===== src/rtl/seq_mag_comparator_if.sv =====
// Handshake and operand bundle for the digit-serial magnitude comparator.
interface seq_mag_comparator_if #(
  parameter int unsigned WIDTH = 8
);
  logic             start;
  logic             signed_mode;
  logic [WIDTH-1:0] A;
  logic [WIDTH-1:0] B;
  logic             busy;
  logic             done;
  logic             AequalsB;
  logic             AgreaterB;
  logic             AlessB;

  modport master (
    output start, signed_mode, A, B,
    input  busy, done, AequalsB, AgreaterB, AlessB
  );

  modport slave (
    input  start, signed_mode, A, B,
    output busy, done, AequalsB, AgreaterB, AlessB
  );
endinterface


===== src/rtl/seq_mag_comparator.sv =====
// Digit-serial MSB-first magnitude comparator with early termination on the
// first differing digit; signed operands are mapped to offset binary on capture.
module seq_mag_comparator #(
  parameter int unsigned WIDTH = 8,
  parameter int unsigned DIGIT = 2
) (
  input  logic                clk,
  input  logic                rst,
  seq_mag_comparator_if.slave bus
);
  localparam int unsigned N  = WIDTH / DIGIT;
  localparam int unsigned CW = (N > 1) ? $clog2(N) : 1;
  localparam logic [WIDTH-1:0] MSB_MASK = {1'b1, {(WIDTH-1){1'b0}}};
  localparam logic [CW-1:0]    CNT_LOAD = CW'(N - 1);

  typedef enum logic {IDLE, COMPARE} state_e;

  state_e           state_q, state_d;
  logic [WIDTH-1:0] sa_q, sa_d;
  logic [WIDTH-1:0] sb_q, sb_d;
  logic [CW-1:0]    cnt_q, cnt_d;
  logic             busy_q, busy_d;
  logic             done_q, done_d;
  logic             eq_q, eq_d;
  logic             gt_q, gt_d;
  logic             lt_q, lt_d;
  logic [DIGIT-1:0] dig_a, dig_b;

  always_comb begin
    state_d = state_q;
    sa_d    = sa_q;
    sb_d    = sb_q;
    cnt_d   = cnt_q;
    done_d  = 1'b0;
    eq_d    = eq_q;
    gt_d    = gt_q;
    lt_d    = lt_q;
    dig_a   = sa_q[WIDTH-1 -: DIGIT];
    dig_b   = sb_q[WIDTH-1 -: DIGIT];

    unique case (state_q)
      IDLE: begin
        if (bus.start) begin
          // Flipping both sign bits turns a signed compare into an unsigned one.
          sa_d    = bus.A ^ (bus.signed_mode ? MSB_MASK : '0);
          sb_d    = bus.B ^ (bus.signed_mode ? MSB_MASK : '0);
          cnt_d   = CNT_LOAD;
          state_d = COMPARE;
        end
      end
      COMPARE: begin
        if (dig_a != dig_b) begin
          eq_d    = 1'b0;
          gt_d    = (dig_a > dig_b);
          lt_d    = (dig_a < dig_b);
          done_d  = 1'b1;
          state_d = IDLE;
        end else if (cnt_q == '0) begin
          eq_d    = 1'b1;
          gt_d    = 1'b0;
          lt_d    = 1'b0;
          done_d  = 1'b1;
          state_d = IDLE;
        end else begin
          sa_d  = WIDTH'(sa_q << DIGIT);
          sb_d  = WIDTH'(sb_q << DIGIT);
          cnt_d = CW'(cnt_q - CW'(1));
        end
      end
      default: state_d = IDLE;
    endcase

    busy_d = (state_d == COMPARE);
  end

  always_ff @(posedge clk or posedge rst) begin
    if (rst) begin
      state_q <= IDLE;
      sa_q    <= '0;
      sb_q    <= '0;
      cnt_q   <= '0;
      busy_q  <= 1'b0;
      done_q  <= 1'b0;
      eq_q    <= 1'b0;
      gt_q    <= 1'b0;
      lt_q    <= 1'b0;
    end else begin
      state_q <= state_d;
      sa_q    <= sa_d;
      sb_q    <= sb_d;
      cnt_q   <= cnt_d;
      busy_q  <= busy_d;
      done_q  <= done_d;
      eq_q    <= eq_d;
      gt_q    <= gt_d;
      lt_q    <= lt_d;
    end
  end

  assign bus.busy      = busy_q;
  assign bus.done      = done_q;
  assign bus.AequalsB  = eq_q;
  assign bus.AgreaterB = gt_q;
  assign bus.AlessB    = lt_q;
endmodule

===== src/flat_wrapper.sv =====
// flat-port wrapper written by rule: the top's interface ports become plain ports
module seq_mag_comparator_flat 
#(
  parameter int unsigned WIDTH = 8,
  parameter int unsigned DIGIT = 2
)
  (clk, rst, bus_start, bus_signed_mode, bus_A, bus_B, bus_busy, bus_done, bus_AequalsB, bus_AgreaterB, bus_AlessB);
  seq_mag_comparator_if #(.WIDTH(WIDTH)) bus_i ();
  input  logic clk;
  input  logic rst;
  input wire logic [$bits(bus_i.start)-1:0] bus_start;
  input wire logic [$bits(bus_i.signed_mode)-1:0] bus_signed_mode;
  input wire logic [$bits(bus_i.A)-1:0] bus_A;
  input wire logic [$bits(bus_i.B)-1:0] bus_B;
  output wire logic [$bits(bus_i.busy)-1:0] bus_busy;
  output wire logic [$bits(bus_i.done)-1:0] bus_done;
  output wire logic [$bits(bus_i.AequalsB)-1:0] bus_AequalsB;
  output wire logic [$bits(bus_i.AgreaterB)-1:0] bus_AgreaterB;
  output wire logic [$bits(bus_i.AlessB)-1:0] bus_AlessB;
  assign bus_i.start = bus_start;
  assign bus_i.signed_mode = bus_signed_mode;
  assign bus_i.A = bus_A;
  assign bus_i.B = bus_B;
  assign bus_busy = bus_i.busy;
  assign bus_done = bus_i.done;
  assign bus_AequalsB = bus_i.AequalsB;
  assign bus_AgreaterB = bus_i.AgreaterB;
  assign bus_AlessB = bus_i.AlessB;
  seq_mag_comparator #(.WIDTH(WIDTH), .DIGIT(DIGIT)) u_core (.clk(clk), .rst(rst), .bus(bus_i));
endmodule

===== config.mk =====
export PLATFORM = sky130hd
export DESIGN_NAME = seq_mag_comparator_flat
export DESIGN_NICKNAME = d
export VERILOG_FILES = /design/src/rtl/seq_mag_comparator_if.sv /design/src/rtl/seq_mag_comparator.sv /design/src/flat_wrapper.sv
export SDC_FILE = /design/constraint.sdc
export NUM_CORES = 1
export LEC_CHECK = 0
export BUFFER_PORTS_ARGS = -buffer_cell sky130_fd_sc_hd__buf_2
export CAP_MARGIN = 5
export CORE_MARGIN = 2
export CORE_UTILIZATION = 55
export CTS_BUF_LIST = sky130_fd_sc_hd__clkbuf_4
export DETAILED_ROUTE_END_ITERATION = 8
export PLACE_DENSITY = 0.81
export RECOVER_POWER = 100
export SYNTH_ARGS = -nofsm -noshare
export SYNTH_HDL_FRONTEND = slang
export SYNTH_SLANG_ARGS = --single-unit

===== constraint.sdc =====
create_clock -name clk -period 1.62 [get_ports clk]
set_input_delay 0.081 -clock clk [delete_from_list [all_inputs] [get_ports clk]]
set_output_delay 0.081 -clock clk [all_outputs]
set_load 0.01 [all_outputs]

== Yosys cells after proc, flatten, opt, wreduce, memory -nomap -nowiden ==
Index checks and enable logic that the tools add are counted.
Word-level totals
  register bits after elaboration: 23
  input port bits: 20
  output and inout bits: 5
  word-level logic and storage cells: 47
Cells by class
  add/sub/neg operators: 1
  order comparisons: 2
  eq/ne operators: 4
  muxes and demuxes: 25
  bitwise operators: 3
  reductions and logical operators: 4
Operators with widths (number)
  $mux 8: 7
  $pmux 8 s2: 2
  $xor 8x8->8: 2
  $mux 1: 11
  $mux 2: 3
  $ne 2x2->1 const B: 3
  $pmux 2 s2: 1
  $reduce_and 3->1: 1
  $gt 2x2->1: 1
  $logic_not 2->1: 1
  $lt 2x2->1: 1
  $ne 2x2->1: 1
  $pmux 1 s2: 1
  $reduce_and 2->1: 1
  $reduce_bool 2->1: 1
  $sub 2x1->2 const B: 1
  $not 1->1: 1

== Logic depth before layout (Yosys ltp) ==
Gate-level depths: netlist of the first run.
  word-level depth: 4
  mapped depth: 8
  depth with buffers taken out: 6

== Least setup slack after synthesis of the first run ==
Ideal clock, no wire load.
  path kind: register -> register
  start point: register u_core.sa_q[7]
  end point: register u_core.sa_q[2]
  library setup time: 0.077 ns
  data arrival time: 1.382 ns
  required time: 1.543 ns
  slack: 0.160 ns
  cell stages (with the launch flop): 8
  path buffers: 2
  cells stage by stage: dfrtp_1 ha_1 and4b_1 buf_6 nor2_8 inv_2 buf_6 a21oi_1
On the way
  cells in the longest elaborated chain, start to end: 3
RTL lines
  from (decl): line seq_mag_comparator.sv:19  | logic [WIDTH-1:0] sa_q, sa_d;
  from (signal assigned): line seq_mag_comparator.sv:79  | sa_q <= '0;
  from (signal assigned): line seq_mag_comparator.sv:89  | sa_q <= sa_d;
  $ne 2x2->1: line seq_mag_comparator.sv:52  | if (dig_a != dig_b) begin
  $ne 2x2->1 (no line)
  $reduce_and 3->1 (no line)
No other way between the ends.
A chain may end at the register's enable or synchronous reset.

== Worst setup path after layout of the first run ==
  start point: register u_core.cnt_q[0]
  end point: register u_core.sb_q[7]
On the way
  cells in the longest elaborated chain, start to end: 3
RTL lines
  from (decl): line seq_mag_comparator.sv:21  | logic [CW-1:0] cnt_q, cnt_d;
  from (signal assigned): line seq_mag_comparator.sv:91  | cnt_q <= cnt_d;
  $logic_not 2->1: line seq_mag_comparator.sv:58  | end else if (cnt_q == '0) begin
  $ne 2x2->1 (no line)
  $reduce_and 3->1 (no line)
  to (signal assigned): line seq_mag_comparator.sv:80  | sb_q <= '0;
  to (signal assigned): line seq_mag_comparator.sv:90  | sb_q <= sb_d;
  to (decl): line seq_mag_comparator.sv:20  | logic [WIDTH-1:0] sb_q, sb_d;
No other way between the ends.

==> flow_summary.json, run 1 <==
{
  "wl_um": 2210,
  "worstSetupStartpointType": "flop",
  "end_kind": "flop",
  "ys_seq_area_share_pct": 52.2,
  "initial_utilization_pct": 57.4,
  "pre_cts_ws_ns": -0.0620,
  "clk_pin_slew_worst_paths_ns": 0.12,
  "leakage_nw": 0.660,
  "slowest_stage": "and4b_4",
  "drt_pass1_iterations": 4,
  "finalNonFillerCells": 160,
  "p_per_area_nw_per_um2": 1930,
  "num_vias": 868,
  "fp-row-count": 16,
  "hold_slack_ns": -0.00557,
  "fin_area_um2": 1340,
  "grt_usage_pct": 20.4,
  "wl_per_cell_um": 13.8,
  "globalRouteOverflowTotal": 0,
  "grt_pass1_wl_um": 3720,
  "h-tree-depth": 1,
  "ctsLongestPathBuffers": 2,
  "max_slew_margin_pct": 62.4,
  "timing.final.crit_period_ns": 1.54,
  "drive_gt1_share_pct": 26.3,
  "die_w_um": 48.8,
  "cp_slowest_stage_delay_ns": 0.43,
  "synth-seq-cells": 23,
  "crit_arrival_ns": 1.74,
  "dieArea_um2": 2380,
  "grt_pass1_vias": 884,
  "coreArea_um2": 1920,
  "crit_family": "simple AND/OR/NAND/NOR gates",
  "finalWorstSetupSlack_ns": 0.0847,
  "cts_buffers": 3,
  "antenna_found_initial": 0,
  "dpl-instance-area_um2": 1270,
  "dpl.hpwl_um": 1660,
  "cts_tree": "built",
  "port_buffers": 24,
  "gp_congestion": 0.833,
  "max-vdd-ir-drop_mv": 1.15,
  "n_antenna_cell": 0,
  "crit_required_ns": 1.82,
  "layout.nets": 157,
  "ys_types": 22,
  "crit_chain": "inv_1 > ha_1 > and4b_4 > nor2_8 > inv_2 > o21ai_0",
  "crit_buf_inv": 2,
  "grt_max_degree": 24,
  "p_total_mw": 2.58,
  "dpl.cell_count": 151,
  "netlist_area_um2": 1100,
  "postRouteAntennaNets": 0,
  "min_path_type": "primary input to flop",
  "pin_count": 25,
  "area_delta_synth_final_pct": 21.5,
  "clock_latency_ns": 0.31,
  "rsz0062_at_grt": "no",
  "outcome": "finished with violations",
  "synth_warnings": 0,
  "cts_sinks": 23,
  "min_period_over_period_pct": 94.8,
  "violations": "hold timing",
  "syn_inst": 99,
  "worst_slew_pin_slew_ns": 0.564,
  "maxClockFrequency_mhz": 651,
  "syn_nets": 122,
  "worstPathMaxFanout": 12,
  "avgSynthCellArea_um2": 11.1,
  "hold_violations": 1,
  "setup_viol": 0,
  "drv_cap": 0,
  "worstSetupPathType": "flop to flop",
  "cts-root-buf": "clkbuf_4",
  "drc": 0,
  "die_height_um": 48.8,
  "via_per_inst": 5.43,
  "finClkSkew_ns": 0.00178,
  "drt_iter0_markers": 6,
  "drv_slew": 0
}
## registers in the layout (all words and copies together) (netlist names)
name                  count
u_core.sa_q               8
u_core.sb_q               8
u_core.cnt_q              2
u_core.bus.AequalsB       1
u_core.bus.AgreaterB      1
u_core.bus.AlessB         1
u_core.bus.done           1
u_core.state_q            1
## placed cells by master, fill, tap and decap left out, types with 5 or more instances in the layout
cell type / n
buf_4: 5
buf_2: 20
clkbuf_1: 5
inv_1: 8
nor3_1: 11
mux2i_1: 11
a21oi_1: 14
dfrtp_1: 23
## path summary, 6_finish.rpt
kind                       slack [ns]                         from  depth (start not counted)                           to
setup / recovery                 0.08  u_core.cnt_q[0]$_DFFE_PP0P_                          6   u_core.sb_q[7]$_DFFE_PP0P_
setup reg to reg                 0.08  u_core.cnt_q[0]$_DFFE_PP0P_                          6   u_core.sb_q[7]$_DFFE_PP0P_
min in group asynchronous        0.45                          rst                          4  u_core.cnt_q[0]$_DFFE_PP0P_
hold reg to reg                  0.49  u_core.cnt_q[0]$_DFFE_PP0P_                          1  u_core.cnt_q[0]$_DFFE_PP0P_
max in group asynchronous        0.80                          rst                          4   u_core.sb_q[6]$_DFFE_PP0P_
hold / removal                 -0.006                     bus_A[0]                          2   u_core.sa_q[0]$_DFFE_PP0P_
## synth_stat cells, drive strengths merged
cell type   n  area [um^2]
nor2        2         23.8
a32o        1         10.0
mux2i      11          110
nand3b      1         7.51
nor2b       1         6.26
a22oi       3         22.5
xor2        2         17.5
inv         9         33.8
dfrtp      23          576
nor3       11         55.1
nand2       3         11.3
a22o        4         35.0
o2bb2ai     1         8.76
and4b       1         10.0
buf         7         53.8
a21oi      14         73.8
o21ai       2         10.0
ha          3         37.5
## worst register-to-register path: stages (launching register included)
cell,delay (ns)
dfrtp_1,0.39
inv_1,0.05
ha_1,0.22
and4b_4,0.43
nor2_8,0.06
inv_2,0.18
o21ai_0,0.11
## logic make-up after synthesis
| group | share of synthesized area (%) |
|---|---|
| and+or+nand+nor | 10.3 |
| muxes | 9.99 |
| xor gates and xnor gates | 1.59 |
| DFF | 52.2 |
| buffers and inverters | 7.95 |
| adders and majority gates | 3.41 |
| AOI/OAI and AO/OA | 14.5 |
## routing by layer
| metal | GRT usage, % | part of all wire [%] | routed length (um) | vias up |
|---|---|---|---|---|
| met5 | 0 | 0 | 0 | - |
| met2 | 38.6 | 53 | 1180 | 17 |
| met4 | 7.14 | 1.5 | 34 | 0 |
| met1 | 22.5 | 42 | 927 | 428 |
| li1 | - | - | - | 418 |
| met3 | 3.99 | 3.1 | 69 | 5 |
## cell type report
class,instances,area (um^2)
fill,174,583
clock buffer,4,30.0
multi-input combinational,60,439
sequential,23,576
inverter,9,33.8
timing repair buffer,37,226
tap,27,33.8
## report_power, final
| group | internal [mW] | switching (mW) |
|---|---|---|
| sequential | 0.848 | 0.152 |
| combinational | 0.599 | 0.701 |
| clock | 0.113 | 0.171 |
## metrics by stage
stage / utilization [%] / setup TNS [ns] / hold slack [ns]
floorplan: - / 0 / 0.0829
global placement: 66.3 / 0 / 0.124
finish: 69.7 / 0 / -0.00557
CTS: 70.1 / 0 / 0.000549
global route: 69.7 / 0 / 0.00374
detailed placement: 66.3 / -0.664 / 0.143
## repair_timing
item / CTS / global route
endpoints found under the setup margin: 13 / 12
setup buffers: 0 / 1
endpoints found under the hold margin: 26 / 0
gates resized for setup: 1 / 1
hold buffers: 4 / 0
Power figures use the tool's default switching activity.
==> run 2, diff against run 1 <==
--- a/config.mk
+++ b/config.mk
@@ -11,7 +11,7 @@
 export CORE_UTILIZATION = 55
 export CTS_BUF_LIST = sky130_fd_sc_hd__clkbuf_4
 export DETAILED_ROUTE_END_ITERATION = 8
-export PLACE_DENSITY = 0.81
+export PLACE_DENSITY = 0.85
 export RECOVER_POWER = 100
 export SYNTH_ARGS = -nofsm -noshare
 export SYNTH_HDL_FRONTEND = slang
==> run 2 against run 1 <==
Compared with the run above: cell count down 0.63%; wire length down 4.9%; highest routed layer unchanged; design area fell by 0.75%; die area unchanged; the flow now finishes without violations; global-route usage is 0.57 points lower.
==> flow_summary.json, run 2 (synthesis gave the netlist of run 1 again) <==
{
  "final_common_cell": "dfrtp_1",
  "post-route-util_pct": 69.1,
  "rrSetupSlack_ns": 0.11,
  "rsz0062_at_grt": "no",
  "fp-row-count": 16,
  "p_switching_mw": 1.01,
  "crit_cells": 6,
  "h-tree-depth": 1,
  "max-vdd-ir-drop_mv": 1.27,
  "wl_um": 2100,
  "ctsLongestPathBuffers": 2,
  "cts_tree": "built",
  "timing.final.crit_period_ns": 1.51,
  "dpl.hpwl_um": 1580,
  "dieArea_um2": 2380,
  "cts_sinks": 23,
  "wl_per_cell_um": 13.2,
  "dpl.cell_count": 151,
  "p_int_mw": 1.56,
  "drive_gt1_share_pct": 26.5,
  "via_per_inst": 5.36,
  "crit_family": "simple AND/OR/NAND/NOR gates",
  "layout.nets": 156,
  "die_w_um": 48.8,
  "postRouteAntennaNets": 0,
  "p_per_area_nw_per_um2": 1930,
  "min_path_type": "primary input to flop",
  "area_delta_synth_final_pct": 20.5,
  "n_antenna_cell": 0,
  "worstPathMaxFanout": 12,
  "crit_arrival_ns": 1.69,
  "cts-root-buf": "clkbuf_4",
  "slowest_stage": "and4b_4",
  "finClkSkew_ns": 0.00222,
  "grt_pass1_wl_um": 3680,
  "pwr-share-comb_pct": 50.6,
  "antenna_found_initial": 0,
  "drc": 0,
  "drt_iter0_markers": 8,
  "finalWorstSetupSlack_ns": 0.114,
  "globalRouteOverflowTotal": 0,
  "maxClockFrequency_mhz": 664,
  "max_slew_margin_pct": 62.2,
  "seq_power_share_pct": 38.8,
  "hold_violations": 0,
  "pre_cts_ws_ns": -0.0725,
  "port_buffers": 24,
  "drv_cap": 0,
  "outcome": "finished, final reports clean",
  "crit_buf_inv": 2,
  "cp_slowest_stage_delay_ns": 0.42,
  "finalNonFillerCells": 159,
  "crit_required_ns": 1.81,
  "final_cell_mix": "23 x dfrtp_1, 20 x buf_2, 14 x a21oi_1, 11 x mux2i_1, 11 x nor3_1",
  "hold_depth": 2,
  "num_vias": 852,
  "grt_pass1_vias": 865,
  "reg2regPathDepth": 6,
  "gp_congestion": 0.829,
  "fin_setup_tns_ns": 0,
  "die_height_um": 48.8,
  "clkPwrFrac_pct": 10.6,
  "leakage_nw": 0.656,
  "cts_buffers": 3,
  "pin_count": 25,
  "worstSetupPathType": "flop to flop",
  "coreArea_um2": 1920,
  "min_period_over_period_pct": 93.0,
  "layout_top_registers": "u_core.sa_q (8), u_core.sb_q (8), u_core.cnt_q (2)",
  "clk_pin_slew_worst_paths_ns": 0.12,
  "clock_latency_ns": 0.30,
  "worstSetupStartpointType": "flop",
  "initial_utilization_pct": 57.4,
  "crit_chain": "inv_1 > ha_1 > and4b_4 > nor2_8 > inv_2 > a21oi_1",
  "power_switching_share_pct": 39.2,
  "drt_pass1_iterations": 4,
  "grt_usage_pct": 19.8,
  "worst_slew_pin_slew_ns": 0.566,
  "end_kind": "flop",
  "setup_viol": 0,
  "drv_slew": 0,
  "grt_max_degree": 24
}
[run 2: worst paths after layout]
check	startpoint	endpoint
max	u_core.cnt_q[0]$_DFFE_PP0P_	u_core.sa_q[2]$_DFFE_PP0P_
max in group asynchronous	rst	u_core.sb_q[4]$_DFFE_PP0P_
min	bus_A[0]	u_core.sa_q[0]$_DFFE_PP0P_
max reg2reg	u_core.cnt_q[0]$_DFFE_PP0P_	u_core.sa_q[2]$_DFFE_PP0P_
min in group asynchronous	rst	u_core.sa_q[2]$_DFFE_PP0P_
min reg2reg	u_core.cnt_q[0]$_DFFE_PP0P_	u_core.cnt_q[0]$_DFFE_PP0P_
[run 2: through the flow]
step,hold slack [ns],instance area (um^2),total power [mW]
final,0.0114,1330,2.57
after global routing,0.00693,1330,2.80
after CTS,0.00912,1330,2.60
after detailed placement,0.136,1270,2.32
after global placement,0.125,1270,2.25
after floorplan,0.0829,1100,1.98
[run 2: timing repair]
| action | in CTS | in global routing |
|---|---|---|
| resized for setup | 1 | 1 |
| buffers inserted | 0 | 1 |
| pin swaps | 0 | 1 |
| gates cloned | 0 | 0 |
| hold buffers | 2 | 1 |
| setup endpoints to repair | 13 | 12 |
| endpoints found under the hold margin | 24 | 1 |
[run 2: area by class of cell]
cell class | instances | area (um^2)
fillers | 161 | 593
inverters | 9 | 33.8
multi-input cells | 60 | 439
well taps | 27 | 33.8
clock buffers | 4 | 30.0
flip-flops and latches | 23 | 576
repair buffers | 36 | 216
[run 2: metal layers]
layer	vias up	GRT usage, %	wire length (um)
met5	-	0	0
met4	0	5.71	11
met3	2	3.99	78
met2	24	35.6	1070
met1	410	24.1	943
li1	416	-	-
[run 2: power groups by stage]
stage,combinational [mW],sequential [mW],clock (mW)
CTS,1.32,0.994,0.281
finish,1.30,0.995,0.273
detailed placement,1.31,1.01,0
floorplan,0.993,0.991,0
global placement,1.26,0.996,0
global route,1.46,1.03,0.312
[run 2: worst reg2reg max path: cells and delay by family, from the launching register on]
| kind | cells | cell delay, ns |
|---|---|---|
| AOI/OAI and AO/OA | 1 | 0.10 |
| and+or+nand+nor | 2 | 0.48 |
| buffers and inverters | 2 | 0.21 |
| adders and majority gates | 1 | 0.22 |
| DFF | 1 | 0.39 |
==> run 3, diff against run 2 <==
--- a/config.mk
+++ b/config.mk
@@ -5,6 +5,7 @@
 export SDC_FILE = /design/constraint.sdc
 export NUM_CORES = 1
 export LEC_CHECK = 0
+export ABC_CLOCK_PERIOD_IN_PS = 1620
 export BUFFER_PORTS_ARGS = -buffer_cell sky130_fd_sc_hd__buf_2
 export CAP_MARGIN = 5
 export CORE_MARGIN = 2
==> constraint.sdc (replaced) <==
create_clock -name clk -period 1.62 [get_ports clk]
set_input_delay 0.162 -clock clk [delete_from_list [all_inputs] [get_ports clk]]
set_output_delay 0.162 -clock clk [all_outputs]
set_load 0.1 [all_outputs]
==> run 3 against run 2 <==
Compared with the run above: die area unchanged; clock power decreased by 2%; sequential share of layout area increased by 1.1 points; critical path depth decreased by 4; core utilization decreased by 1.3 points; first-iteration DRC count decreased by 25%; largest cell class unchanged.
==> flow_summary.json, run 3 (synthesis gave the netlist of run 1 again) <==
{
  "outcome": "finished, final reports clean",
  "drv_slew": 0,
  "layout.nets": 152,
  "h-tree-depth": 1,
  "via_per_inst": 5.34,
  "fin_setup_tns_ns": 0,
  "clkPwrFrac_pct": 9.2,
  "finalWorstSetupSlack_ns": 0.0463,
  "wl_um": 2120,
  "final_common_cell": "dfrtp_1",
  "coreArea_um2": 1920,
  "cp_slowest_stage_delay_ns": 0.49,
  "post-route-util_pct": 67.8,
  "seq_power_share_pct": 35.1,
  "timing.final.crit_period_ns": 1.57,
  "worstPathMaxFanout": 9,
  "cts_buffers": 3,
  "crit_arrival_ns": 1.41,
  "clock_latency_ns": 0.32,
  "power_switching_share_pct": 47.0,
  "setup_viol": 0,
  "wl_per_cell_um": 13.7,
  "port_buffers": 24,
  "grt_pass1_vias": 800,
  "hold_depth": 2,
  "slowest_stage": "dfrtp_4",
  "min_period_over_period_pct": 97.1,
  "cts_sinks": 23,
  "dpl.hpwl_um": 1560,
  "dieArea_um2": 2380,
  "fp-row-count": 16,
  "leakage_nw": 0.645,
  "cts-root-buf": "clkbuf_4",
  "drv_cap": 0,
  "drc": 0,
  "area_delta_synth_final_pct": 18.3,
  "p_int_mw": 1.54,
  "drive_gt1_share_pct": 30.5,
  "pre_cts_ws_ns": -0.0245,
  "post_cts_buffers": 0,
  "crit_chain": "buf_4 > buf_2",
  "maxClockFrequency_mhz": 635,
  "hold_violations": 0,
  "grt_max_degree": 24,
  "end_kind": "primary output",
  "rsz0062_at_grt": "no",
  "gp_congestion": 0.851,
  "crit_required_ns": 1.46,
  "n_antenna_cell": 0,
  "drt_pass1_iterations": 2,
  "worstSetupPathType": "flop to primary output",
  "grt_pass1_wl_um": 3590,
  "pwr-share-comb_pct": 55.7,
  "postRouteAntennaNets": 0,
  "initial_utilization_pct": 57.4,
  "hold_slack_ns": 0.0594,
  "drt_iter0_markers": 6,
  "final_cell_mix": "22 x dfrtp_1, 20 x buf_2, 13 x a21oi_1, 11 x mux2i_1, 11 x nor3_1",
  "p_per_area_nw_per_um2": 2230,
  "die_w_um": 48.8,
  "die_height_um": 48.8,
  "p_total_mw": 2.91,
  "max_slew_margin_pct": 62.3,
  "min_path_type": "primary input to flop",
  "ctsLongestPathBuffers": 2,
  "max-vdd-ir-drop_mv": 1.18,
  "worst_slew_pin_slew_ns": 0.565,
  "reg2regPathDepth": 5,
  "cts_tree": "built",
  "layout_top_registers": "u_core.sa_q (8), u_core.sb_q (8), u_core.cnt_q (2)",
  "globalRouteOverflowTotal": 0,
  "num_vias": 828,
  "grt_usage_pct": 19.9,
  "worstSetupStartpointType": "flop",
  "clk_pin_slew_worst_paths_ns": 0.13,
  "finClkSkew_ns": 0.00836,
  "p_switching_mw": 1.37,
  "antenna_found_initial": 0,
  "pin_count": 25
}
-- run 3: cell types whose count changed in the layout (fill, tap and decap cells not counted), sizes merged --
| cell | change |
|---|---|
| dlygate4sd3 | -2 |
| buf | -1 |
| clkinv | +1 |
| clkbuf | -2 |
-- run 3: power by group through the flow --
stage | clock [mW] | sequential [mW] | combinational (mW)
after floorplan | 0 | 1.34 | 0.993
after global placement | 0 | 1.01 | 1.58
after detailed placement | 0 | 1.03 | 1.62
after CTS | 0.270 | 1.02 | 1.63
after global routing | 0.296 | 1.05 | 1.76
final | 0.268 | 1.02 | 1.62
-- run 3: worst paths after layout --
| path | startpoint | to | slack (ns) |
|---|---|---|---|
| worst max-delay path | u_core.state_q$_DFF_PP0_ | bus_busy | 0.05 |
| worst min-delay path | bus_A[1] | u_core.sa_q[1]$_DFFE_PP0P_ | 0.06 |
| worst max register to register | u_core.sb_q[6]$_DFFE_PP0P_ | u_core.sb_q[7]$_DFFE_PP0P_ | 0.10 |
| worst min register to register | u_core.cnt_q[0]$_DFFE_PP0P_ | u_core.cnt_q[0]$_DFFE_PP0P_ | 0.49 |
| max in group asynchronous | rst | u_core.state_q$_DFF_PP0_ | 0.66 |
| min in group asynchronous | rst | u_core.sa_q[2]$_DFFE_PP0P_ | 0.53 |
-- run 3: what timing repair did --
| item | in CTS | in global routing |
|---|---|---|
| endpoints found under the setup margin | 13 | 12 |
| hold buffers | 1 | 0 |
| endpoints found under the hold margin | 23 | 0 |
| gates resized for setup | 1 | 3 |
-- run 3: stage by stage --
stage,area (um^2),cells
CTS,1310,155
global placement,1270,150
floorplan,1110,99
detailed placement,1270,150
global route,1300,155
finish,1300,155
-- run 3: cell type report --
type,count,area [um^2]
Fill cell,154,618
Tap cell,27,33.8
Clock inverter,1,5.00
Timing Repair Buffer,32,193
Clock buffer,3,22.5
Multi-Input combinational cell,60,434
Inverter,9,36.3
Sequential cell,23,579
-- run 3: critical path: cells and delay by family (launching register included) --
family,cells,cell delay [ns]
buffers and inverters,2,0.61
DFF,1,0.49
-- run 3: metal layers --
layer	vias up	share of wire [%]	wire (um)	track usage, %
met1	401	44	930	25.8
met4	0	0.99	21	5.71
li1	411	-	-	-
met2	14	52	1110	34.2
met3	2	2.9	62	3.68
met5	-	0	0	0
